--- src/rtl/stopwatch_pkg.sv ---
// ============================================================================
// Module      : stopwatch_pkg
// Description : Shared limits, widths and time record for the stopwatch datapath.
// Revision    : 1.0 - initial release
// ============================================================================
`default_nettype none

package stopwatch_pkg;

    localparam int MSEC_MAX = 99;
    localparam int SEC_MAX  = 59;
    localparam int MIN_MAX  = 59;
    localparam int HOUR_MAX = 23;

    localparam int MSEC_W = 7;
    localparam int SEC_W  = 6;
    localparam int MIN_W  = 6;
    localparam int HOUR_W = 5;

    typedef struct packed {
        logic [HOUR_W-1:0] hour;
        logic [MIN_W-1:0]  min;
        logic [SEC_W-1:0]  sec;
        logic [MSEC_W-1:0] msec;
    } sw_time_t;

endpackage

`default_nettype wire

--- src/rtl/stopwatch_digit_cnt.sv ---
// ============================================================================
// Module      : stopwatch_digit_cnt
// Description : One wrapping stage of the time chain; counts 0..MAX, carries on wrap.
// Revision    : 1.0 - initial release
// ============================================================================
`default_nettype none

module stopwatch_digit_cnt #(
    parameter int MAX = 9,
    parameter int W   = 4
) (
    input  logic         clk,
    input  logic         rst_n,
    input  logic         inc_i,
    input  logic         clr_i,
    output logic [W-1:0] value_o,
    output logic         carry_o
);

    logic [W-1:0] value_q;
    logic [W-1:0] value_d;
    logic         w_at_max;

    assign w_at_max = (value_q == W'(MAX));

    always_comb begin
        value_d = value_q;
        if (clr_i) begin
            value_d = '0;
        end else if (inc_i) begin
            value_d = w_at_max ? '0 : value_q + W'(1);
        end
    end

    always_ff @(posedge clk or negedge rst_n) begin
        if (!rst_n) begin
            value_q <= '0;
        end else begin
            value_q <= value_d;
        end
    end

    assign value_o = value_q;
    assign carry_o = inc_i && w_at_max;

endmodule

`default_nettype wire

--- src/rtl/stopwatch_dp.sv ---
// ============================================================================
// Module      : stopwatch_dp
// Description : Stopwatch datapath: 100 Hz prescaler and hh:mm:ss.cc count chain.
//               Optional lap freeze enabled by defining STOPWATCH_LAP_EN.
// Revision    : 1.0 - initial release
// ============================================================================
`default_nettype none

module stopwatch_dp
    import stopwatch_pkg::*;
#(
    parameter int CLK_HZ  = 100_000_000,
    parameter int TICK_HZ = 100
) (
    input  logic              clk,
    input  logic              rst_n,
    input  logic              i_runstop,
    input  logic              i_clear,
    input  logic              i_lap,
    output logic [MSEC_W-1:0] o_msec,
    output logic [SEC_W-1:0]  o_sec,
    output logic [MIN_W-1:0]  o_min,
    output logic [HOUR_W-1:0] o_hour,
    output logic              o_tick,
    output logic              o_lap_active
);

    localparam int DIV   = CLK_HZ / TICK_HZ;
    localparam int PRE_W = (DIV > 1) ? $clog2(DIV) : 1;
    localparam logic [PRE_W-1:0] PRE_LAST = PRE_W'(DIV - 1);

    logic [PRE_W-1:0] presc_q;
    logic [PRE_W-1:0] presc_d;
    logic             tick_q;
    logic             w_en;
    logic             w_term;

    logic             w_msec_carry;
    logic             w_sec_carry;
    logic             w_min_carry;
    logic             w_hour_unused_carry;
    sw_time_t         w_live;
    sw_time_t         w_shown;

    // Enable is sampled before the edge, so a stop coinciding with terminal count still increments.
    assign w_en   = i_runstop && !i_clear;
    assign w_term = w_en && (presc_q == PRE_LAST);

    always_comb begin
        presc_d = presc_q;
        if (i_clear) begin
            presc_d = '0;
        end else if (w_en) begin
            presc_d = w_term ? '0 : presc_q + PRE_W'(1);
        end
    end

    always_ff @(posedge clk or negedge rst_n) begin
        if (!rst_n) begin
            presc_q <= '0;
            tick_q  <= 1'b0;
        end else begin
            presc_q <= presc_d;
            tick_q  <= w_term;
        end
    end

    stopwatch_digit_cnt #(.MAX(MSEC_MAX), .W(MSEC_W)) u_msec (
        .clk(clk), .rst_n(rst_n), .inc_i(w_term), .clr_i(i_clear),
        .value_o(w_live.msec), .carry_o(w_msec_carry)
    );

    stopwatch_digit_cnt #(.MAX(SEC_MAX), .W(SEC_W)) u_sec (
        .clk(clk), .rst_n(rst_n), .inc_i(w_msec_carry), .clr_i(i_clear),
        .value_o(w_live.sec), .carry_o(w_sec_carry)
    );

    stopwatch_digit_cnt #(.MAX(MIN_MAX), .W(MIN_W)) u_min (
        .clk(clk), .rst_n(rst_n), .inc_i(w_sec_carry), .clr_i(i_clear),
        .value_o(w_live.min), .carry_o(w_min_carry)
    );

    stopwatch_digit_cnt #(.MAX(HOUR_MAX), .W(HOUR_W)) u_hour (
        .clk(clk), .rst_n(rst_n), .inc_i(w_min_carry), .clr_i(i_clear),
        .value_o(w_live.hour), .carry_o(w_hour_unused_carry)
    );

`ifdef STOPWATCH_LAP_EN
    logic     lap_q;
    sw_time_t snap_q;

    // Counting continues underneath a freeze; only the displayed value is held.
    always_ff @(posedge clk or negedge rst_n) begin
        if (!rst_n) begin
            lap_q  <= 1'b0;
            snap_q <= '0;
        end else if (i_clear) begin
            lap_q  <= 1'b0;
            snap_q <= '0;
        end else if (i_lap) begin
            if (!lap_q) begin
                snap_q <= w_live;
                lap_q  <= 1'b1;
            end else begin
                lap_q  <= 1'b0;
            end
        end
    end

    assign w_shown      = lap_q ? snap_q : w_live;
    assign o_lap_active = lap_q;
`else
    logic w_lap_unused;

    assign w_lap_unused = i_lap;
    assign w_shown      = w_live;
    assign o_lap_active = 1'b0;
`endif

    assign o_msec = w_shown.msec;
    assign o_sec  = w_shown.sec;
    assign o_min  = w_shown.min;
    assign o_hour = w_shown.hour;
    assign o_tick = tick_q;

endmodule

`default_nettype wire

--- config.mk ---
export PLATFORM = sky130hd
export DESIGN_NAME = stopwatch_dp
export DESIGN_NICKNAME = d
export VERILOG_FILES = /design/src/rtl/stopwatch_pkg.sv /design/src/rtl/stopwatch_digit_cnt.sv /design/src/rtl/stopwatch_dp.sv
export SDC_FILE = /design/constraint.sdc
export NUM_CORES = 1
export LEC_CHECK = 0
export ABC_AREA = 1
export BUFFER_PORTS_ARGS = -buffer_cell sky130_fd_sc_hd__buf_2
export CORE_MARGIN = 1.5
export CORE_UTILIZATION = 49
export CTS_BUF_LIST = sky130_fd_sc_hd__clkbuf_8
export CTS_CLUSTER_DIAMETER = 40
export CTS_CLUSTER_SIZE = 14
export DETAILED_ROUTE_END_ITERATION = 12
export PLACE_DENSITY = 0.69
export SLEW_MARGIN = 20
export SYNTH_ARGS = -nofsm -noshare
export SYNTH_HDL_FRONTEND = slang
export SYNTH_SLANG_ARGS = --single-unit
--- constraint.sdc ---
create_clock -name clk -period 2.7 [get_ports clk]
set_clock_uncertainty 0.1 [all_clocks]
set_input_delay 0 -clock clk [delete_from_list [all_inputs] [get_ports clk]]
set_output_delay 0 -clock clk [all_outputs]
set_load 0.005 [all_outputs]
=== Word-level counts from Yosys, hierarchy flattened ===
Cells that the tools add are included.
W data, S select, Z words.

* Register bits: 45
* Bits of input ports: 5
* Output and inout port bits: 26
* Logic and storage cells: 42

* $add $sub $neg: 5
* Equal/unequal tests: 5
* Mux-type cells: 15
* Reductions and logical operators: 11

{| class="wikitable"
|+ Operator list
! kind !! number
|-
| $mux W20 || 3
|-
| $mux W6 || 6
|-
| $mux W7 || 3
|-
| $add A20 B1 Y20 const B || 1
|-
| $eq A20 B20 Y1 const B || 1
|-
| $mux W5 || 3
|-
| $add A6 B1 Y6 const B || 2
|-
| $eq A6 B6 Y1 const B || 2
|-
| $reduce_bool A2 Y1 || 5
|-
| $add A7 B1 Y7 const B || 1
|-
| $eq A7 B7 Y1 const B || 1
|-
| $add A5 B1 Y5 const B || 1
|-
| $eq A5 B5 Y1 const B || 1
|-
| $logic_and A1 B1 Y1 || 5
|-
| $logic_not A1 Y1 || 1
|}

=== Logic depth before layout (Yosys ltp) ===
* Depth after elaboration: 8
* Mapped depth: 11
* Gate-level depth less buffers: 10

=== Modules after synthesis ===
From an unflattened synthesis, not the netlist that was laid out.

* Cell total of the unflattened synthesis: 382
* Area total of the unflattened synthesis: 2735.1 µm²

{| class="wikitable"
|+ Modules (own cells, without submodules)
! module !! instances !! cells an instance !! area each (µm²) !! sequential area each (µm²)
|-
| stopwatch_dp || 1 || 176 || 1292.5 || 525.5
|-
| stopwatch_digit_cnt (u_min ...) || 2 || 51 || 362.8 || 150.1
|-
| stopwatch_digit_cnt (u_msec) || 1 || 67 || 445.4 || 175.2
|-
| stopwatch_digit_cnt (u_hour) || 1 || 37 || 271.5 || 125.1
|}

=== Least setup slack after synthesis ===
OpenSTA, ideal clock, no wires.

* Path kind: register -> register
* Start point: reg presc_q[0]
* End point: reg u_min.value_q[1] (netlist: u_min.value_o[1])
* Setup time: 117 ps
* Arrival: 1421 ps
* Required time: 2483 ps
* Setup slack: 1062 ps
* Cell stages (with the launch flop): 12
* Path buffers: 1
* Clock period less this slack: 1638 ps
* Cell sequence: dfrtp_1 ha_1 inv_1 nor2_4 nand3_2 nor2_2 nand4_2 nand2_2 buf_6 inv_4 nand2_1 nand2_1

* Longest elaborated chain between the ends: 5

{| class="wikitable"
|+ Ends and longest elaborated chain
! what !! line !! RTL
|-
| from (decl) || stopwatch_dp.sv:32 || <nowiki>logic [PRE_W-1:0] presc_q;</nowiki>
|-
| from (signal assigned) || stopwatch_dp.sv:63 || <nowiki>presc_q <= presc_d;</nowiki>
|-
| $eq A20 B20 Y1 || stopwatch_dp.sv:47 || <nowiki>assign w_term = w_en && (presc_q == PRE_LAST);</nowiki>
|-
| $logic_and A1 B1 Y1 || stopwatch_dp.sv:47 ||
|-
| $logic_and A1 B1 Y1 (2 in a row) || stopwatch_digit_cnt.sv:44 || <nowiki>assign carry_o = inc_i && w_at_max;</nowiki>
|-
| $reduce_bool A2 Y1 (no line) || -- ||
|-
| to (signal assigned) || stopwatch_digit_cnt.sv:39 || <nowiki>value_q <= value_d;</nowiki>
|-
| to (decl) || stopwatch_digit_cnt.sv:20 || <nowiki>logic [W-1:0] value_q;</nowiki>
|}

Every way passes these cells.
A chain may end at the register's enable or synchronous reset.

=== Worst setup path in the final report ===
* Start point: reg presc_q[0]
* End point: reg u_msec.value_q[2] (netlist: u_msec.value_o[2])

* Longest elaborated chain between the ends: 3

{| class="wikitable"
|+ Ends and longest elaborated chain
! what !! line
|-
| $eq A20 B20 Y1 || stopwatch_dp.sv:47
|-
| $logic_and A1 B1 Y1 || stopwatch_dp.sv:47
|-
| $reduce_bool A2 Y1 (no line) || --
|-
| to (signal assigned) || stopwatch_digit_cnt.sv:39
|-
| to (decl) || stopwatch_digit_cnt.sv:20
|}

Every way passes these cells.

==> run_results.csv <==
group,metric,value,unit
clock_network,root_buffer,"clkbuf_8",
logic_synthesis,post-synth-top-count-cell,"nand2_1",
logic_synthesis,synthAdderAreaFrac,2.39,%
grt,grt.overflow.total,0,
die,die_h,76.0,um
logic_synthesis,synthXorXnorAreaFrac,4.36,%
drt,post-route-drc-count,0,
timing,final_hold_viol_count,0,
die,dieArea,5780,um^2
timing,setup_violations,0,
worst_setup_path,cp_slowest_cell,"dfrtp_1",
power,p_total,0.00132,W
power,intPower,0.00102,W
drt,wl_per_cell,11.7,um
logic_synthesis,yosys-top-cells-area,"dfrtp_1, nand2_1, nor2_1, nand3_1, inv_1",
drt,wl,5320,um
grt,track_usage,20.4,%
finish,final-instance-count-excl-fill,453,
logic_synthesis,synth_fp_nets,361,
clock_network,cts.sinks,45,
finish,areaGrowthSynthToFinish,12.5,%
clock_network,clk_latency,0.29,ns
logic_synthesis,synthFlopType,"dfrtp_1",
logic_synthesis,yosys.area_share.simple,37.3,%
power,ir_worst_vdd,256,uV
place,gp_congestion,0.840,
logic_synthesis,yosysWarnings,0,
place,dpl.cell_count,443,
drt,dr_total_vias,2262,
place,io_buffer_count,28,
worst_setup_path,cp_data_arrival_time,2.12,ns
logic_synthesis,synth_commonest_cells,"nand2_1, nor2_1, dfrtp_1",
timing,rsz0062_at_grt,"false",
logic_synthesis,async_reset_ff_share,100,%
drt,drt_iter0_drc,101,
timing,final.period_utilization,75.2,%
drt,top_layer,"met4",
timing,maxSlewViolCount,0,
logic_synthesis,synth_cells,351,
place,hpwl,3910,um
worst_setup_path,cp-end-kind,"register",
worst_setup_path,worstPathRequired,2.79,ns
drt,first_pass_iters,4,
logic_synthesis,ys_ff_latch,45,
logic_synthesis,ys_seq_area_share,43.1,%
worst_setup_path,cp_max_fo,15,
run,maxCapViolCount,0,
worst_setup_path,critical_path.cell_chain,"ha_1 -> nand3_1 -> nor2_2 -> nand3_2 -> nand2_2 -> inv_1 -> o21ai_1 -> nor2_1",
logic_synthesis,synth_edf_count,0,
timing,worst_slew_pin_slew,0.562,ns
power,power_switching,0.000303,W
drt,wl_met3,223,um
drt,viasPerCell,4.99,
die,num_rows,26,
clock_network,cts_tree,"done",
grt,grt_max_degree,46,
timing,max_slew_margin,62.6,%
finish,diodes,0,
timing,period_minus_slack,2.03,ns
die,start_util,50.8,%
logic_synthesis,synth_area_leader_cell,"dfrtp_1",
die,ios,31,
die,coreArea,5140,um^2
timing,timing.fmax,0.492,GHz
power,pwr-share-seq,53.5,%
logic_synthesis,synth_top_family_by_area,"simple AND/OR/NAND/NOR gates",
power,p_clk_share,39.3,%
drt,drt-met1-wl,2570,um
drt,ant_nets,0,
finish,nets,392,
grt,grt_pass1_vias,2101,
drt,wl_met2,2480,um
clock_network,cts_max_path_buffers,2,
worst_setup_path,cp-start-kind,"register",
finish,drive_above_1_share,13.8,%
grt,grt_pass1_wl,9650,um
power,netSwitchingFraction,23.0,%
logic_synthesis,synth_compound_area_share,5.75,%
clock_network,postCtsResizedCells,0,
clock_network,clkTransAtPathRegs,0.08,ns
die,die_w,76.0,um
grt,antenna_found_initial,0,
run_status,status,"complete, no violations",
hold_path,hold_class,"in2reg",
logic_synthesis,synth.cell_area,2610,um^2
worst_setup_path,critPathMaxStageDelay,0.39,ns
clock_network,numCtsBuffers,5,
power,leakage,1.43,nW
logic_synthesis,synthMuxAreaShare,0.383,%
power,p_per_area,450,nW/um^2
logic_synthesis,avgSynthCellArea,7.44,um^2
timing,final.setup.tns,0,ns
power,combPwrFrac,7.2,%
logic_synthesis,ys_types,32,
worst_setup_path,critical_path_class,"reg2reg",
clock_network,htreeDepth,2,
logic_synthesis,synth_top_area_share,43.1,%
[metrics by stage]
step                      worst slack (ns)  hold WS, ns  util, %  instance area [um^2]
after floorplan                       1.06       -0.396        -                  2610
after global placement               0.736        0.138     54.5                  2800
after detailed placement             0.670        0.132     54.5                  2800
after CTS                            0.643       0.0372     57.1                  2940
after global routing                 0.478       0.0563     57.2                  2940
final                                0.669       0.0516     57.2                  2940
[sequential cells by signal, summed over array words and instances (netlist names)]
name / cells
presc_q: 20
u_sec.value_o: 6
u_min.value_o: 6
u_msec.value_o: 7
o_tick: 1
u_hour.value_o: 5
[layout by cell type (no fill, tap or decap), types with 3 or more instances in the layout]
master and instances:
nand2_1 101, nor2_1 51, dfrtp_1 45, inv_1 33
nand3_1 29, buf_2 27, xor2_1 11, nor3_1 10
o21ai_0 9, nand4_1 8, a21oi_1 6, clkbuf_8 6
ha_1 5, nor2_2 4, o22ai_1 4, o21ai_1 4
nand2_2 3, or2_2 3, nor3b_1 3
[metal layers]
layer	up-vias	track usage (%)
li1	1189	-
met1	1027	27.6
met2	42	33.5
met3	4	4.07
met4	0	5.74
met5	-	0
[power groups by stage]
stage	Sequential [W]	Combinational [W]	Clock [W]
final	0.000707	0.0000958	0.000519
after global routing	0.000710	0.000112	0.000569
after CTS	0.000707	0.0000979	0.000539
after floorplan	0.000718	0.0000571	0
after detailed placement	0.000720	0.0000956	0
after global placement	0.000719	0.0000948	0
[worst max-delay path, delay by kind of cell, from the launching register on]
| kind | cells | cell delay, ns |
|---|---|---|
| simple gates | 5 | 0.79 |
| flops | 1 | 0.39 |
| buf+inv | 1 | 0.21 |
| compound gates | 1 | 0.16 |
| fa+ha+maj | 1 | 0.26 |
[layout make-up]
cell class,count,area [um^2]
tap,70,87.6
inverter,34,130
clock inverter,2,33.8
fill,512,2200
multi-input combinational,266,1320
sequential,45,1130
clock buffer,6,82.6
timing repair buffer,30,163
[final timing paths]
path                                   from  cells after the start  slack [ns]                end
min reg2reg                u_min.value_o[3]                      2        0.40   u_min.value_o[3]
max reg2reg                      presc_q[0]                      8        0.67  u_msec.value_o[2]
min in group asynchronous             rst_n                      2        0.14   u_min.value_o[5]
max                              presc_q[0]                      8        0.67  u_msec.value_o[2]
max in group asynchronous             rst_n                      2        1.98        presc_q[16]
min                                 i_clear                      4        0.05  u_hour.value_o[1]
[logic make-up (layout without fill, tap and decap cells)]
logic type                 count (synthesis)  after routing
AOI/OAI and AO/OA                         27             27
xor gates and xnor gates                  13             13
adders and majority gates                  5              5
buffers and inverters                     40             72
DFF                                       45             45
muxes                                      1              1
other                                      1              1
and+or+nand+nor                          219            219
[repair_timing]
| action | in CTS | in global routing |
|---|---|---|
| buffers inserted | 0 | 0 |
| endpoints found under the setup margin | 0 | 0 |
| hold buffers | 2 | 0 |
| hold endpoints to repair | 47 | 0 |
(Power assumes the default switching activity.)
